File: src/rtl/aes_pkg.sv
// Shared AES-128 controller types and constants: sequencer state encoding,
// round count and round-index width.
package aes_pkg;

  localparam int AES_NUM_ROUNDS = 10;
  localparam int AES_RND_W      = 4;

  typedef enum logic [2:0] {
    IDLE,
    LOAD,
    ROUND,
    FINAL,
    HOLD
  } aes_ctrl_state_t;

endpackage

File: src/rtl/aes128_enc_ctrl.sv
// AES-128 encryption sequencer: drives key-expansion and round-datapath strobes
// for one block at a time. Optional block counter enabled by AES_CTRL_BLK_CNT_EN.
module aes128_enc_ctrl
  import aes_pkg::*;
#(
  parameter int NUM_ROUNDS = AES_NUM_ROUNDS,
  parameter int RND_W      = AES_RND_W
) (
  input  logic             CLK,
  input  logic             rst_n,
  input  logic             start_valid,
  output logic             start_ready,
  output logic             key_load,
  output logic             key_step,
  output logic             state_load,
  output logic             round_en,
  output logic             last_round,
  output logic [RND_W-1:0] rnd_idx,
  output logic             out_valid,
  input  logic             out_ready,
`ifdef AES_CTRL_BLK_CNT_EN
  output logic [15:0]      blk_cnt,
`endif
  output logic             busy
);

  localparam logic [RND_W-1:0] LAST_STEP_RND = RND_W'(NUM_ROUNDS - 1);

  aes_ctrl_state_t state, state_nxt;
  logic [RND_W-1:0] rnd_idx_nxt;

  always_ff @(posedge CLK or negedge rst_n) begin
    if (!rst_n) begin
      state   <= IDLE;
      rnd_idx <= '0;
    end else begin
      state   <= state_nxt;
      rnd_idx <= rnd_idx_nxt;
    end
  end

  // start_ready is the only output that looks at an input; strobes are pure state decodes.
  always_comb begin
    start_ready = (state == IDLE) || ((state == HOLD) && out_ready);
    key_load    = (state == LOAD);
    state_load  = (state == LOAD);
    key_step    = (state == ROUND);
    round_en    = (state == ROUND) || (state == FINAL);
    last_round  = (state == FINAL);
    out_valid   = (state == HOLD);
    busy        = (state == LOAD) || (state == ROUND) || (state == FINAL);
  end

  always_comb begin
    state_nxt   = state;
    rnd_idx_nxt = '0;
    case (state)
      IDLE: begin
        if (start_valid) state_nxt = LOAD;
      end
      LOAD: begin
        state_nxt   = ROUND;
        rnd_idx_nxt = RND_W'(1);
      end
      ROUND: begin
        rnd_idx_nxt = rnd_idx + RND_W'(1);
        if (rnd_idx == LAST_STEP_RND) state_nxt = FINAL;
      end
      FINAL: begin
        state_nxt = HOLD;
      end
      HOLD: begin
        // Taking a new block in the same cycle the result drains avoids a bubble.
        if (out_ready) state_nxt = start_valid ? LOAD : IDLE;
      end
      default: state_nxt = IDLE;
    endcase
  end

`ifdef AES_CTRL_BLK_CNT_EN
  always_ff @(posedge CLK or negedge rst_n) begin
    if (!rst_n) blk_cnt <= '0;
    else if ((state == HOLD) && out_ready) blk_cnt <= blk_cnt + 16'd1;
  end
`endif

endmodule

File: config.mk
export PLATFORM = sky130hd
export DESIGN_NAME = aes128_enc_ctrl
export DESIGN_NICKNAME = d
export VERILOG_FILES = /design/src/rtl/aes_pkg.sv /design/src/rtl/aes128_enc_ctrl.sv
export SDC_FILE = /design/constraint.sdc
export NUM_CORES = 1
export LEC_CHECK = 0
export ABC_AREA = 1
export BUFFER_PORTS_ARGS = -buffer_cell sky130_fd_sc_hd__buf_2
export CAP_MARGIN = 20
export CORE_AREA = 2 2 39 41
export CTS_BUF_LIST = sky130_fd_sc_hd__clkbuf_2 sky130_fd_sc_hd__clkbuf_4 sky130_fd_sc_hd__clkbuf_8
export DETAILED_ROUTE_END_ITERATION = 16
export DIE_AREA = 0 0 41 43
export PLACE_DENSITY = 0.54
export SETUP_SLACK_MARGIN = 0.05
export SLEW_MARGIN = 5
export SYNTH_ARGS = -nofsm -noshare
export SYNTH_HDL_FRONTEND = slang
export SYNTH_SLANG_ARGS = --single-unit
File: constraint.sdc
create_clock -name CLK -period 1.35 [get_ports CLK]
set_clock_uncertainty 0.2 [all_clocks]
set_input_delay 0.2025 -clock CLK [delete_from_list [all_inputs] [get_ports CLK]]
set_output_delay 0.2025 -clock CLK [all_outputs]
set_load 0.05 [all_outputs]
Word level (Yosys, flattened, before mapping) --
Cells that the tools add are included.
Cells by class: equal/unequal tests 8, mux-type cells 6, add/subtract/negate cells 1, reduce and logical (&&, ||, !) cells 7
Operators with widths (number):
- one-hot mux 3 bit (5 select lines) | 1
- 2-to-1 mux 3 bit | 3
- one-hot mux 4 bit (2 select lines) | 1
- == test 3 x 2 -> 1 bit, second input constant | 2
- adder 4 x 1 -> 4 bit, second input constant | 1
- == test 4 bit, second input constant | 1
- logical OR 1 bit | 4
- inequality test 2 x 1 -> 1 bit, second input constant | 2
- == test 3 x 1 -> 1 bit, second input constant | 1
- == test 3 bit, second input constant | 1
- logical NOT 3 bit | 1
- AND reduction 3 bit | 1
- inequality test 2 bit, second input constant | 1
- logical AND 1 bit | 1
- 2-to-1 mux 1 bit | 1
Word-level totals: flip-flop bits (word level) 7, word-level logic and storage cells 24, output and inout port bits 12, input port bits 4

Logic depth before layout (Yosys ltp) --
Gate-level depths: netlist (run 1).
depth in word-level cells 3, gate-level depth with buffers 6, depth with buffers taken out 6

Least setup slack after synthesis (run 1) --
No wires, ideal clock.
path type reg-to-output, from reg state[0], to out start_ready, path slack -471 ps, arrival 1418 ps, data required time 947 ps, buffers on the path 0, stages on the path, launching flop included 4, cells stage by stage dfrtp_1 nor2_4 inv_1 a21oi_1
Between the ends: longest elaborated chain between the ends 3, elaborated cells between the ends (all ways) 4, classes of those cells 1 x eq/ne; 3 x reduce/logical
RTL lines:
- from (decl) | line aes128_enc_ctrl.sv:29 | aes_ctrl_state_t state, state_nxt;
- from (signal assigned) | line aes128_enc_ctrl.sv:37 | state <= state_nxt;
- == test 3 bit | line aes128_enc_ctrl.sv:44 | start_ready = (state == IDLE) || ((state == HOLD) && out_ready);
- logical AND 1 bit | line aes128_enc_ctrl.sv:44
- logical OR 1 bit (*) | line aes128_enc_ctrl.sv:44
- to (decl) | line aes128_enc_ctrl.sv:12 | output logic start_ready,
Mark *: on every way between the ends. The rest lies on a longest branch, timed or not.

Worst setup path in the final report (run 1) --
from reg state[0], to out key_load
Between the ends: longest elaborated chain between the ends 1
RTL lines:
- == test 3 x 1 -> 1 bit | line aes128_enc_ctrl.sv:45 | key_load = (state == LOAD);
- to (decl) | line aes128_enc_ctrl.sv:13 | output logic key_load,
Every way passes these cells.

==> results of run 1 <==
==> path summary, 6_finish.rpt <==
path                              from          to  slack [ns]  depth (start not counted)
setup / recovery              state[0]    key_load       -0.21                          4
hold / removal             start_valid    state[0]        0.03                          3
setup reg to reg              state[2]    state[0]        0.11                          7
hold reg to reg             rnd_idx[0]  rnd_idx[0]        0.32                          1
max in group asynchronous        rst_n    state[2]        0.68                          2
min in group asynchronous        rst_n  rnd_idx[2]        0.11                          2
==> layout by cell type, fill, tap and decap left out, drive strengths merged <==
cell and count:
dlygate4sd3 1, o21ai 1, clkbuf 4, buf 22
nand3 3, xnor2 1, inv 9, a21oi 2
nor2 10, ha 2, nand2 12, clkinvlp 2
nand3b 1, dfrtp 7
==> worst register-to-register path, delay by kind of cell, from the launching register on <==
family / cells / cell delay, ns
simple gates: 5 / 0.32
flops: 1 / 0.41
buf+inv: 2 / 0.21
==> area by class of cell <==
cell class              instances  area [sq um]  area share [%]
well taps                      16          20.0            2.74
repair buffers                 23           228            31.2
clock buffers                   4          30.0            4.12
flip-flops and latches          7           181            24.9
inverters                      11          51.3            7.03
multi-input cells              32           219            30.0
==> kinds of logic after synthesis <==
| family | after synthesis | synth area share (%) |
|---|---|---|
| fa+ha+maj | 2 | 6.23 |
| buf+inv | 12 | 12.2 |
| xor+xnor | 1 | 2.18 |
| flops | 7 | 43.6 |
| compound gates | 3 | 4.67 |
| simple gates | 26 | 31.2 |
==> layer usage <==
| layer | GRT usage [%] | wire (um) | up-vias |
|---|---|---|---|
| li1 | - | - | 202 |
| met1 | 15.2 | 329 | 170 |
| met2 | 17.8 | 395 | 14 |
| met3 | 1.57 | 35 | 3 |
| met4 | 12.0 | 30 | 0 |
| met5 | 0 | 0 | - |
==> what timing repair did <==
action / CTS / global route
hold buffers: 1 / 0
pin swaps: 3 / 2
cloned: 0 / 0
endpoints found under the hold margin: 7 / 0
resized for setup: 28 / 5
endpoints found under the setup margin: 12 / 12
setup buffers: 0 / 0
==> flip-flops by register name, summed over array words and instances (netlist names) <==
signal and flops:
rnd_idx 4, state 3
==> stage by stage <==
step / instance area [sq um] / instances / hold WS, ns / utilization [%] / setup TNS (ns)
floorplan: 455 / 51 / -0.293 / - / -0.495
global placement: 588 / 88 / -0.157 / 42.5 / -0.0426
detailed placement: 588 / 88 / -0.156 / 42.5 / -0.0871
CTS: 713 / 93 / 0.0321 / 51.5 / -1.51
global route: 729 / 93 / 0.0650 / 52.7 / -1.78
finish: 729 / 93 / 0.0311 / 52.7 / -1.39
==> run_results.csv, run 1 <==
group,metric,value,unit
logic_synthesis,synth_area,402,sq um
routing,vias,389,
logic_synthesis,synthArstFlopShare,100,%
routing,wirelength,791,um
layout,drive_gt1_share,62.3,%
critical_path,cp-start-kind,"flop",
sta,rsz0062_at_grt,"true",
place,dp_slack,-0.0371,ns
place,io_buffers,15,
critical_path,crit_type,"reg -> out",
critical_path,max_stage_delay,0.44,ns
critical_path,cp_top_family,"flip-flops",
routing,drc_errors,0,
grt,grt_start_max_net_pins,8,
layout,fillers,133,
grt,grt_pass1_wl,1.48,mm
sta,worstMarginPinSlew,0.159,ns
logic_synthesis,synth_top_area_share,43.6,%
critical_path,cp_max_fo,4,
layout,fin_nets,84,
clock_tree,clk_pin_slew,0.05,ns
clock_tree,cts-root-buf,"clkbuf_4",
place,gp_congestion,0.624,
sta,finalCritPeriodShare,115,%
clock_tree,cts_max_path_buffers,2,
logic_synthesis,synth-seq-cells,7,
routing,via_per_inst,4.18,
logic_synthesis,synth-edff-count,0,
logic_synthesis,synth_nets,57,
logic_synthesis,ys_seq_area_share,43.6,%
logic_synthesis,ys.warnings.count,0,
place,dp_hpwl,646,um
critical_path,arrival,1.15,ns
critical_path,slowest_stage,"dfrtp_2",
logic_synthesis,ys_top_cells_by_count,"nand2_1, inv_1, dfrtp_1, nor2_1, nand3_1",
sta,hold_viol,0,
clock_tree,ctsHtreeMaxLevel,1,
sta,finalCriticalPeriod,1.56,ns
sta,maxSlewViolCount,0,
routing,firstDrtPassIters,2,
logic_synthesis,synth_flop_cell,"dfrtp_1",
clock_tree,numCtsBuffers,3,
floorplanning,die_h,43,um
sta,setup_slack,-0.206,ns
critical_path,endpoint_kind,"primary output",
grt,grt_pass1_vias,386,
sta,fmax,643,MHz
logic_synthesis,synthDistinctLibCells,15,
status,violations,"negative setup slack",
floorplanning,io_pins,16,
routing,wl_per_cell,8.51,um
sta,finalSetupViolations,8,
logic_synthesis,avgSynthCellArea,7.88,sq um
logic_synthesis,synth_cells,51,
logic_synthesis,synthTopCellsByArea,"dfrtp_1, nand2_1, inv_1",
grt,antenna_found_initial,0,
grt,grtUsageTotal,12.6,%
floorplanning,die_w,41,um
logic_synthesis,yosysTopAreaCell,"dfrtp_1",
clock_tree,numClockSinks,7,
worst_hold_path,hp-class,"in -> reg",
status,status,"finished with violations",
sta,maxSlewHeadroom,89.4,%
floorplanning,core.rowCount,14,
logic_synthesis,yosysMostFrequentCell,"nand2_1",
floorplanning,die-area,1760,sq um
floorplanning,initial_core_util,29.0,%
layout,area_growth,81.6,%
routing,ant_nets,0,
critical_path,path_cells,"buf_6 > nand3_4 > clkinvlp_4 > buf_8",
critical_path,crit_buf_inv,3,
clock_tree,cts_tree,"built",
grt,grt_remaining_overflow,0,
critical_path,cp_data_required_time,0.95,ns
run,max-cap-violations,0,
routing,first_iter_violations,2,
layout,antenna_cells,0,
floorplanning,core_area,1380,sq um
clock_tree,clk_latency,0.25,ns
Power of run 1 is not shown: default switching activity piles up to over one toggle a cycle in this logic, so the estimate is an artifact.
==> run 2, diff against run 1 <==
--- a/config.mk
+++ b/config.mk
@@ -13,6 +13,7 @@
 export DETAILED_ROUTE_END_ITERATION = 16
 export DIE_AREA = 0 0 41 43
 export PLACE_DENSITY = 0.54
+export RECOVER_POWER = 100
 export SETUP_SLACK_MARGIN = 0.05
 export SLEW_MARGIN = 5
 export SYNTH_ARGS = -nofsm -noshare
==> run 2 against run 1 <==
The flow still finishes with violations (negative setup slack). Sequential share of layout area rose by 0.44 points. Die area did not move. Clock-buffer cell count did not move. Hold slack barely moved. Design area fell by 2.4%.
==> run_results.csv, run 2 (synthesized netlist as in run 1, its figures left out) <==
group,metric,value,unit
layout,largest_reg_flops,4,
routing,wl_per_cell,8.49,um
clock_tree,clk_latency,0.25,ns
sta,fmax,643,MHz
layout,finalNonFillerCells,93,
routing,vias,388,
clock_tree,cts_max_path_buffers,2,
run,max-cap-violations,0,
critical_path,endpoint_kind,"primary output",
layout,area_growth,77.3,%
worst_hold_path,worstHoldStart,"start_valid",
grt,grt_remaining_overflow,0,
status,violations,"negative setup slack",
sta,finalSetupViolations,8,
layout,fillers,136,
place,gp_congestion,0.624,
floorplanning,die_w,41,um
clock_tree,ctsHtreeMaxLevel,1,
layout,most-common-layout-cells,"nand2_1, clkbuf_4, buf_4, buf_6, nor2_1",
sta,maxSlewHeadroom,75.8,%
layout,antenna_cells,0,
layout,layout_commonest_cell,"nand2_1",
critical_path,rr_startpoint,"state[0]",
floorplanning,core.rowCount,14,
layout,top_register,"rnd_idx",
layout,fin_nets,84,
clock_tree,cts_tree,"built",
routing,via_per_inst,4.17,
place,dp_hpwl,646,um
clock_tree,clk_pin_slew,0.05,ns
sta,hold_viol,0,
layout,drive_gt1_share,59.7,%
sta,rsz0062_at_grt,"true",
grt,grt_start_max_net_pins,8,
sta,setup_slack,-0.206,ns
place,dp_cells,88,
layout,final_area,712,sq um
worst_hold_path,hp-class,"in -> reg",
grt,grtUsageTotal,12.6,%
floorplanning,io_pins,16,
critical_path,path_cells,"buf_6 > nand3_4 > clkinvlp_4 > buf_8",
critical_path,startpoint,"state[0]",
routing,wirelength,790,um
critical_path,slowest_stage,"dfrtp_2",
routing,ant_nets,0,
routing,first_iter_violations,2,
place,io_buffers,15,
critical_path,cp-start-kind,"flop",
critical_path,max_stage_delay,0.44,ns
grt,grt_pass1_wl,1.48,mm
place,post_dp_cell_area,588,sq um
critical_path,cp_data_required_time,0.95,ns
floorplanning,initial_core_util,29.0,%
routing,firstDrtPassIters,2,
floorplanning,core_area,1380,sq um
layout,top_regs,"rnd_idx: 4 flops, state: 3 flops",
grt,antenna_found_initial,0,
grt,grt_pass1_vias,386,
clock_tree,cts-root-buf,"clkbuf_4",
routing,drc_errors,0,
sta,worstMarginPinSlew,0.364,ns
critical_path,arrival,1.15,ns
sta,finalCriticalPeriod,1.56,ns
critical_path,crit_type,"reg -> out",
clock_tree,numCtsBuffers,3,
critical_path,cp_max_fo,4,
clock_tree,numClockSinks,7,
sta,maxSlewViolCount,0,
floorplanning,die-area,1760,sq um
floorplanning,die_h,43,um
sta,finalCritPeriodShare,115,%
status,status,"finished with violations",
-- run 2: timing repair --
| action | CTS | global route |
|---|---|---|
| buffers inserted | 0 | 0 |
| gates resized for setup | 28 | 5 |
| endpoints found under the hold margin | 7 | 0 |
| setup endpoints to repair | 12 | 12 |
| pin swaps | 3 | 2 |
| hold buffers | 1 | 0 |
-- run 2: routing by layer --
metal | vias to the layer above | track usage [%] | part of all wire, %
met3 | 3 | 1.57 | 4.3
met4 | 0 | 12.0 | 3.8
met5 | - | 0 | 0
li1 | 202 | - | -
met1 | 169 | 15.2 | 42
met2 | 14 | 17.8 | 50
-- run 2: layout make-up --
cell class	count	area (sq um)	share of cell area, %
well taps	16	20.0	2.81
repair buffers	23	216	30.4
multi-input cells	32	214	30.1
clock buffers	4	30.0	4.22
inverters	11	51.3	7.21
flip-flops and latches	7	180	25.3
-- run 2: critical path: cells and delay by family, from the launching register on --
| family | cells | cell delay (ns) |
|---|---|---|
| flip-flops | 1 | 0.44 |
| buffers and inverters | 3 | 0.40 |
| AND/OR/NAND/NOR | 1 | 0.06 |
-- run 2: path summary, 6_finish.rpt --
| check | to | slack (ns) | cells past startpoint |
|---|---|---|---|
| setup reg to reg | state[0] | 0.05 | 6 |
| hold / removal | state[0] | 0.03 | 3 |
| setup / recovery | key_load | -0.21 | 4 |
| min in group asynchronous | rnd_idx[2] | 0.17 | 2 |
| hold reg to reg | rnd_idx[0] | 0.36 | 1 |
| max in group asynchronous | state[2] | 0.49 | 2 |
-- run 2: stage by stage --
stage                     util, %  worst slack (ns)  hold WS, ns  TNS (ns)
after CTS                    51.5            -0.224       0.0321     -1.51
after detailed placement     42.5           -0.0371       -0.156   -0.0871
after floorplan                 -            -0.132       -0.293    -0.495
after global routing         51.4            -0.254       0.0650     -1.88
after global placement       42.5           -0.0217       -0.157   -0.0426
final                        51.4            -0.206       0.0312     -1.39
Power of run 2 is left out for the same reason.
